## config.mk

```make
export PLATFORM = sky130hd
export DESIGN_NAME = pipeline_sequencer
export DESIGN_NICKNAME = d
export VERILOG_FILES = /design/src/rtl/pipeline_sequencer.sv
export SDC_FILE = /design/constraint.sdc
export NUM_CORES = 1
export LEC_CHECK = 0
export CAP_MARGIN = 5
export CORE_MARGIN = 1.5
export CORE_UTILIZATION = 23
export CTS_CLUSTER_DIAMETER = 80
export DETAILED_ROUTE_END_ITERATION = 16
export PLACE_DENSITY = 0.42
export SKIP_CTS_REPAIR_TIMING = 1
export SYNTH_ARGS = -nofsm -noshare
export SYNTH_HDL_FRONTEND = slang
export SYNTH_SLANG_ARGS = --single-unit
```

## constraint.sdc

```tcl
create_clock -name CLK -period 35.9 [get_ports CLK]
set_input_delay 7.18 -clock CLK [delete_from_list [all_inputs] [get_ports CLK]]
set_output_delay 7.18 -clock CLK [all_outputs]
set_load 0.02 [all_outputs]
```

## src/rtl/pipeline_sequencer.sv

```systemverilog
// Pipeline latch chain with stall/backpressure resolution, per-stage flush,
// halt-driven fetch freeze and retire/stall performance counters.
module pipeline_sequencer #(
  parameter int STAGES = 4,
  parameter int WIDTH  = 64,
  parameter int CNT_W  = 32
) (
  input  logic                      CLK,
  input  logic                      RST,
  input  logic                      in_valid,
  input  logic [WIDTH-1:0]          in_data,
  input  logic                      in_halt,
  output logic                      in_ready,
  input  logic [STAGES-1:0]         stage_stall,
  input  logic [STAGES-1:0]         flush_mask,
  output logic [STAGES-1:0]         stage_valid,
  output logic [STAGES*WIDTH-1:0]   stage_data,
  output logic [STAGES-1:0]         stage_advance,
  output logic                      retire_valid,
  output logic [WIDTH-1:0]          retire_data,
  output logic                      halted,
  output logic [CNT_W-1:0]          retire_count,
  output logic [CNT_W-1:0]          stall_count
);

  logic [STAGES-1:0] r_valid;
  logic [STAGES-1:0] r_halt;
  logic [WIDTH-1:0]  r_data [STAGES];
  logic              r_halted;
  logic [CNT_W-1:0]  r_retire_cnt;
  logic [CNT_W-1:0]  r_stall_cnt;

  logic [STAGES-1:0] w_live;
  logic [STAGES-1:0] w_hold;
  logic [STAGES-1:0] w_pass;
  logic              w_inflight;
  logic              w_fire;
  logic              w_retire;

  assign w_live     = r_valid & ~flush_mask;
  assign w_pass     = w_live & ~w_hold;
  assign w_inflight = |(w_live & r_halt);
  assign w_retire   = w_live[STAGES-1] & ~stage_stall[STAGES-1];
  assign w_fire     = in_valid & in_ready;

  // A stall only propagates upstream through occupied stages, so bubbles collapse.
  always_comb begin
    w_hold = '0;
    w_hold[STAGES-1] = w_live[STAGES-1] & stage_stall[STAGES-1];
    for (int i = STAGES-2; i >= 0; i--) begin
      w_hold[i] = w_live[i] & (stage_stall[i] | w_hold[i+1]);
    end
  end

  assign in_ready      = ~w_hold[0] & ~w_inflight & ~r_halted & ~RST;
  assign stage_advance = ~w_hold;
  assign stage_valid   = r_valid;
  assign retire_valid  = w_retire;
  assign retire_data   = r_data[STAGES-1];
  assign halted        = r_halted;
  assign retire_count  = r_retire_cnt;
  assign stall_count   = r_stall_cnt;

  genvar g;
  for (g = 0; g < STAGES; g++) begin : g_data
    assign stage_data[g*WIDTH +: WIDTH] = r_data[g];
  end

  // Latch chain; a bubble clears valid but leaves the payload untouched.
  always_ff @(posedge CLK or posedge RST) begin
    if (RST) begin
      r_valid <= '0;
      r_halt  <= '0;
      for (int i = 0; i < STAGES; i++) begin
        r_data[i] <= '0;
      end
    end else begin
      if (!w_hold[0]) begin
        r_valid[0] <= w_fire;
        r_halt[0]  <= w_fire & in_halt;
        if (w_fire) begin
          r_data[0] <= in_data;
        end
      end else begin
        r_valid[0] <= r_valid[0] & ~flush_mask[0];
      end
      for (int i = 1; i < STAGES; i++) begin
        if (!w_hold[i]) begin
          if (w_pass[i-1]) begin
            r_valid[i] <= 1'b1;
            r_halt[i]  <= r_halt[i-1];
            r_data[i]  <= r_data[i-1];
          end else begin
            r_valid[i] <= 1'b0;
            r_halt[i]  <= 1'b0;
          end
        end else begin
          r_valid[i] <= r_valid[i] & ~flush_mask[i];
        end
      end
    end
  end

  // Sticky halt flag and free-running performance counters.
  always_ff @(posedge CLK or posedge RST) begin
    if (RST) begin
      r_halted     <= 1'b0;
      r_retire_cnt <= '0;
      r_stall_cnt  <= '0;
    end else begin
      if (w_retire && r_halt[STAGES-1]) begin
        r_halted <= 1'b1;
      end
      if (w_retire) begin
        r_retire_cnt <= r_retire_cnt + CNT_W'(1);
      end
      if (in_valid && !in_ready) begin
        r_stall_cnt <= r_stall_cnt + CNT_W'(1);
      end
    end
  end

endmodule

```

# [Word level (Yosys, flattened, before mapping)]
# Cells that the tools add are included.
[totals] in_bits=76 word_cells=66 regBits=329
[classes] add_sub_neg=2 mux=10 n_reduce_logical=8 n_bitwise=34
[ops] operator="adder 32 x 1 -> 32 bit, second input constant" n=2
[ops] operator="bitwise AND 1 bit" n=14
[ops] operator="NOT 1 bit" n=12
[ops] operator="2-to-1 mux 1 bit" n=10
[ops] operator="bitwise AND 4 bit" n=2
[ops] operator="NOT 4 bit" n=2
[ops] operator="AND reduction 2 bit" n=4
[ops] operator="OR reduction 4 bit" n=1
[ops] operator="bitwise AND 3 bit" n=1
[ops] operator="bitwise OR 1 bit" n=3
[ops] operator="logical AND 1 bit" n=2
[ops] operator="logical NOT 1 bit" n=1

# [Logic depth before layout (Yosys ltp)]
[depth] ltp_word=15 depth_mapped=10 depth_no_buf=7

# [Worst setup path after synthesis]
# No wires, ideal clock.
[synth_timing] path_type="input -> output" startpoint="input stage_stall[3]" endpoint="output in_ready" path_stages=7 required_time_ns=28.720 n_path_buf=2 setup_slack_ns=20.550 arrival_time_ns=8.170 path_cell_list="and3b_1 o211ai_2 a31oi_1 or2_1 buf_6 inv_4 buf_6"
[synth_via] elab_chain_len=11
[synth_rtl] item="start, declared" line_no="14" rtl="input logic [STAGES-1:0] stage_stall,"
[synth_rtl] item="bitwise AND 1 bit" line_no="49" rtl="w_hold[STAGES-1] = w_live[STAGES-1] & stage_stall[STAGES-1];"
[synth_rtl] item="bitwise OR 1 bit" line_no="51" rtl="w_hold[i] = w_live[i] & (stage_stall[i] | w_hold[i+1]);"
[synth_rtl] item="bitwise AND 1 bit" line_no="51"
[synth_rtl] item="bitwise OR 1 bit" line_no="51"
[synth_rtl] item="bitwise AND 1 bit" line_no="51"
[synth_rtl] item="bitwise OR 1 bit" line_no="51"
[synth_rtl] item="bitwise AND 1 bit" line_no="51"
[synth_rtl] item="NOT 1 bit (no line)"
[synth_rtl] item="bitwise AND 1 bit (3 in series)" line_no="55" rtl="assign in_ready = ~w_hold[0] & ~w_inflight & ~r_halted & ~RST;"
[synth_rtl] item="end, declared" line_no="13" rtl="output logic in_ready,"
# No other way between the ends.

# [Worst setup path after layout]
[layout_timing] startpoint="input flush_mask[3]" endpoint="output in_ready"
[layout_via] elab_chain_len=13 word_cells_on_any_way=16 classes_between="bitwise: 15; reduce/logical: 1"
[layout_rtl] item="start, declared" line_no="15" rtl="input logic [STAGES-1:0] flush_mask,"
[layout_rtl] item="NOT 4 bit (*)" line_no="40" rtl="assign w_live = r_valid & ~flush_mask;"
[layout_rtl] item="bitwise AND 4 bit (*)" line_no="40"
[layout_rtl] item="bitwise AND 1 bit" line_no="49"
[layout_rtl] item="bitwise OR 1 bit" line_no="51"
[layout_rtl] item="bitwise AND 1 bit" line_no="51"
[layout_rtl] item="bitwise OR 1 bit" line_no="51"
[layout_rtl] item="bitwise AND 1 bit" line_no="51"
[layout_rtl] item="bitwise OR 1 bit" line_no="51"
[layout_rtl] item="bitwise AND 1 bit" line_no="51"
[layout_rtl] item="NOT 1 bit (no line)"
[layout_rtl] item="bitwise AND 1 bit (*) (3 in series)" line_no="55"
# Every way passes the cells marked *; elsewhere a longest branch is shown, timed or not.

==> results.cfg <==
[outcome]
status = finished clean

[clock_network]
cts_max_level = 2
insertion_delay_ns = 0.54
cts_buffer_depth = 3
cts_tree = done
clkSinkCount = 329
cts_root_buffer = clkbuf_16
clkTransAtPathRegs_ns = 0.05
cts-buffers-inserted = 41

[routing]
drcViolationCount = 0
ant_nets = 0
drt_wl_total_um = 43300
via_per_inst = 4.12
vias = 8723
wl_per_cell_um = 20.5
drtIter0Drc = 290
drt_pass1_iterations = 4

[die]
core_area_sq_um = 57900
ios = 471
rows = 88
fp.dieH_um = 245
start_util_pct = 23.3
die_x_um = 245
fp.dieArea_sq_um = 60300

[sta]
hold_viol_final = 0
fin_setup_tns_ns = 0
min_period_ns = 17.09
fmax_mhz = 58.5
tightest_slew_ns = 0.994
rsz0062_at_grt = false
min_period_over_period_pct = 47.6
setup_ws_ns = 18.81
setup_viol = 0
relSlewSlack_pct = 33.7
slew_violations = 0
fin_skew_ns = 0.0100

[power]
pwr-share-seq_pct = 39.6
p_clk_share_pct = 29.5
power.density_nw_per_um2 = 66.2
combPwrFrac_pct = 30.9
p_int_mw = 0.890
finalPower_mw = 1.31
power.leakage_nw = 8.54
p_sw_share_pct = 31.9
ir_drop_v = 0.0000308
p_switching_mw = 0.417

[place]
port_buffers = 470
dp_slack_ns = 18.85
dp_cells = 2051
place_congestion = 0.751
dpl-instance-area_sq_um = 18500
place_hpwl_um = 30100

[critical_path]
cp-end-kind = output port
path_class = in2out
worst_path_largest_cell_delay_ns = 0.64
arrival_ns = 9.91
crit_path_cell_trace = clkdlybuf4s50_1 > and3b_1 > nor3_1 > nand3_1 > or2_1 > inv_4 > clkdlybuf4s50_1
worst_path_most_repeated_cell = clkdlybuf4s50_1
cp-start-kind = input pin
crit_path_max_fanout = 14
critPathRequiredTime_ns = 28.72
crit_slowest_cell = clkdlybuf4s50_1

[global_route]
first_global_vias = 9245
grt_first_pass_wirelength_um = 63800
grt-ovfl-total = 0
antenna_found_initial = 3
grt_max_degree = 125
met2_usage_pct = 23.0
met3_usage_pct = 5.27
grt_busiest_layer = met2
grt_use_met1_pct = 17.7
grt_usage_pct = 14.2

[synthesis]
yosysTopAreaCell = dfrtp_1
yosys.area_share.xor_xnor_pct = 4.02
synth_compound_area_share_pct = 0.583
syn_area_per_cell_sq_um = 14.9
yosys.area_share.adder_pct = 0.185
yosys_warnings = 0
ys_seq_elements = 329
seq_area_frac_synth_pct = 60.9
syn_area_sq_um = 13500
ys_async_sr_fraction_pct = 100
yosysTopAreaCellShare_pct = 60.9
synth_edf_count = 0
yosys_most_used_dff = dfrtp_1
ys_types = 52
synth_mux_area_share_pct = 22.5
yosys.area_share.simple_pct = 5.85
syn_nets = 983
synth_top_family_by_area = multiplexers
syn_inst = 905
synth.area.top_cells = dfrtp_1, mux2_2, mux2_4

[finish]
register_area_sq_um = 8230
diodes = 0
layout-drive-gt1-share_pct = 25.0
final_common_cell = clkdlybuf4s50_1
final_cell_area_sq_um = 19700
area_delta_synth_final_pct = 46.0
instances_no_fill = 2116
nets = 1407
final_cell_mix = clkdlybuf4s50_1, dfrtp_1, mux2_2
multi_input_area_sq_um = 4500
n_fill_cell = 5835

[worst_hold_path]
min_path_type = reg2reg

[run]
maxCapViolCount = 0
[synthesized netlist by cell type (10+ instances only)]
cell type	instances
inv_1	15
nor3_1	10
nor2_1	14
xor2_1	26
nand4_1	11
xnor2_1	36
dfrtp_1	329
mux2_4	38
nand3_1	19
nand2_1	30
mux2_2	220
buf_2	14
buf_4	70
[layer usage]
layer | wire [um] | part of all wire [%]
met5 | 42 | 0.097
met3 | 3850 | 8.9
met1 | 18000 | 42
met2 | 20500 | 47
met4 | 858 | 2.0
[power by group through the flow]
stage                     sequential [mW]  combinational [mW]  clock [mW]
after floorplan                     0.603               0.106           0
final                               0.517               0.404       0.386
after global placement              0.522               0.411           0
after detailed placement            0.524               0.410           0
after global routing                0.532               0.425       0.415
after CTS                           0.520               0.411       0.403
[cells by family after synthesis]
group                    Yosys count
AO/OA/AOI/OAI                     10
XOR/XNOR                          62
adder cells (fa/ha/maj)            2
buffers and inverters            113
flip-flops                       329
multiplexers                     258
AND/OR/NAND/NOR                  131
[worst paths after layout]
check | start | end | slack, ns | cells past startpoint
worst max-delay path | flush_mask[3] | in_ready | 18.81 | 7
worst min-delay path | retire_count[31] | retire_count[31] | 0.47 | 1
worst max register to register | stage_valid[3] | stage_data[58] | 31.98 | 8
worst min register to register | retire_count[31] | retire_count[31] | 0.47 | 1
max in group asynchronous | RST | retire_data[9] | 26.10 | 4
min in group asynchronous | RST | stage_data[61] | 7.28 | 2
[through the flow]
step / hold WS (ns) / utilization (%)
floorplan: 0.471 / -
detailed placement: 0.466 / 32.0
CTS: 0.475 / 34.1
finish: 0.469 / 34.1
global placement: 0.460 / 32.0
global route: 0.504 / 34.1
[sequential cells by signal, indices dropped and copies added (netlist names)]
name,count
retire_data,64
stage_data,192
stall_count,32
retire_count,32
stage_valid,4
r_halt,4
halted,1
[critical path: cells and delay by family]
family | cells | cell delay (ns)
buf+inv | 3 | 1.39
simple gates | 4 | 1.33
[final cells by class]
cell class | count | share of cell area, %
Sequential cell | 329 | 41.7
Tap cell | 765 | 4.85
Multi-Input combinational cell | 463 | 22.8
Clock inverter | 4 | 0.228
Timing Repair Buffer | 478 | 24.1
Inverter | 16 | 0.355
Clock buffer | 61 | 5.93
(Power assumes the default switching activity.)
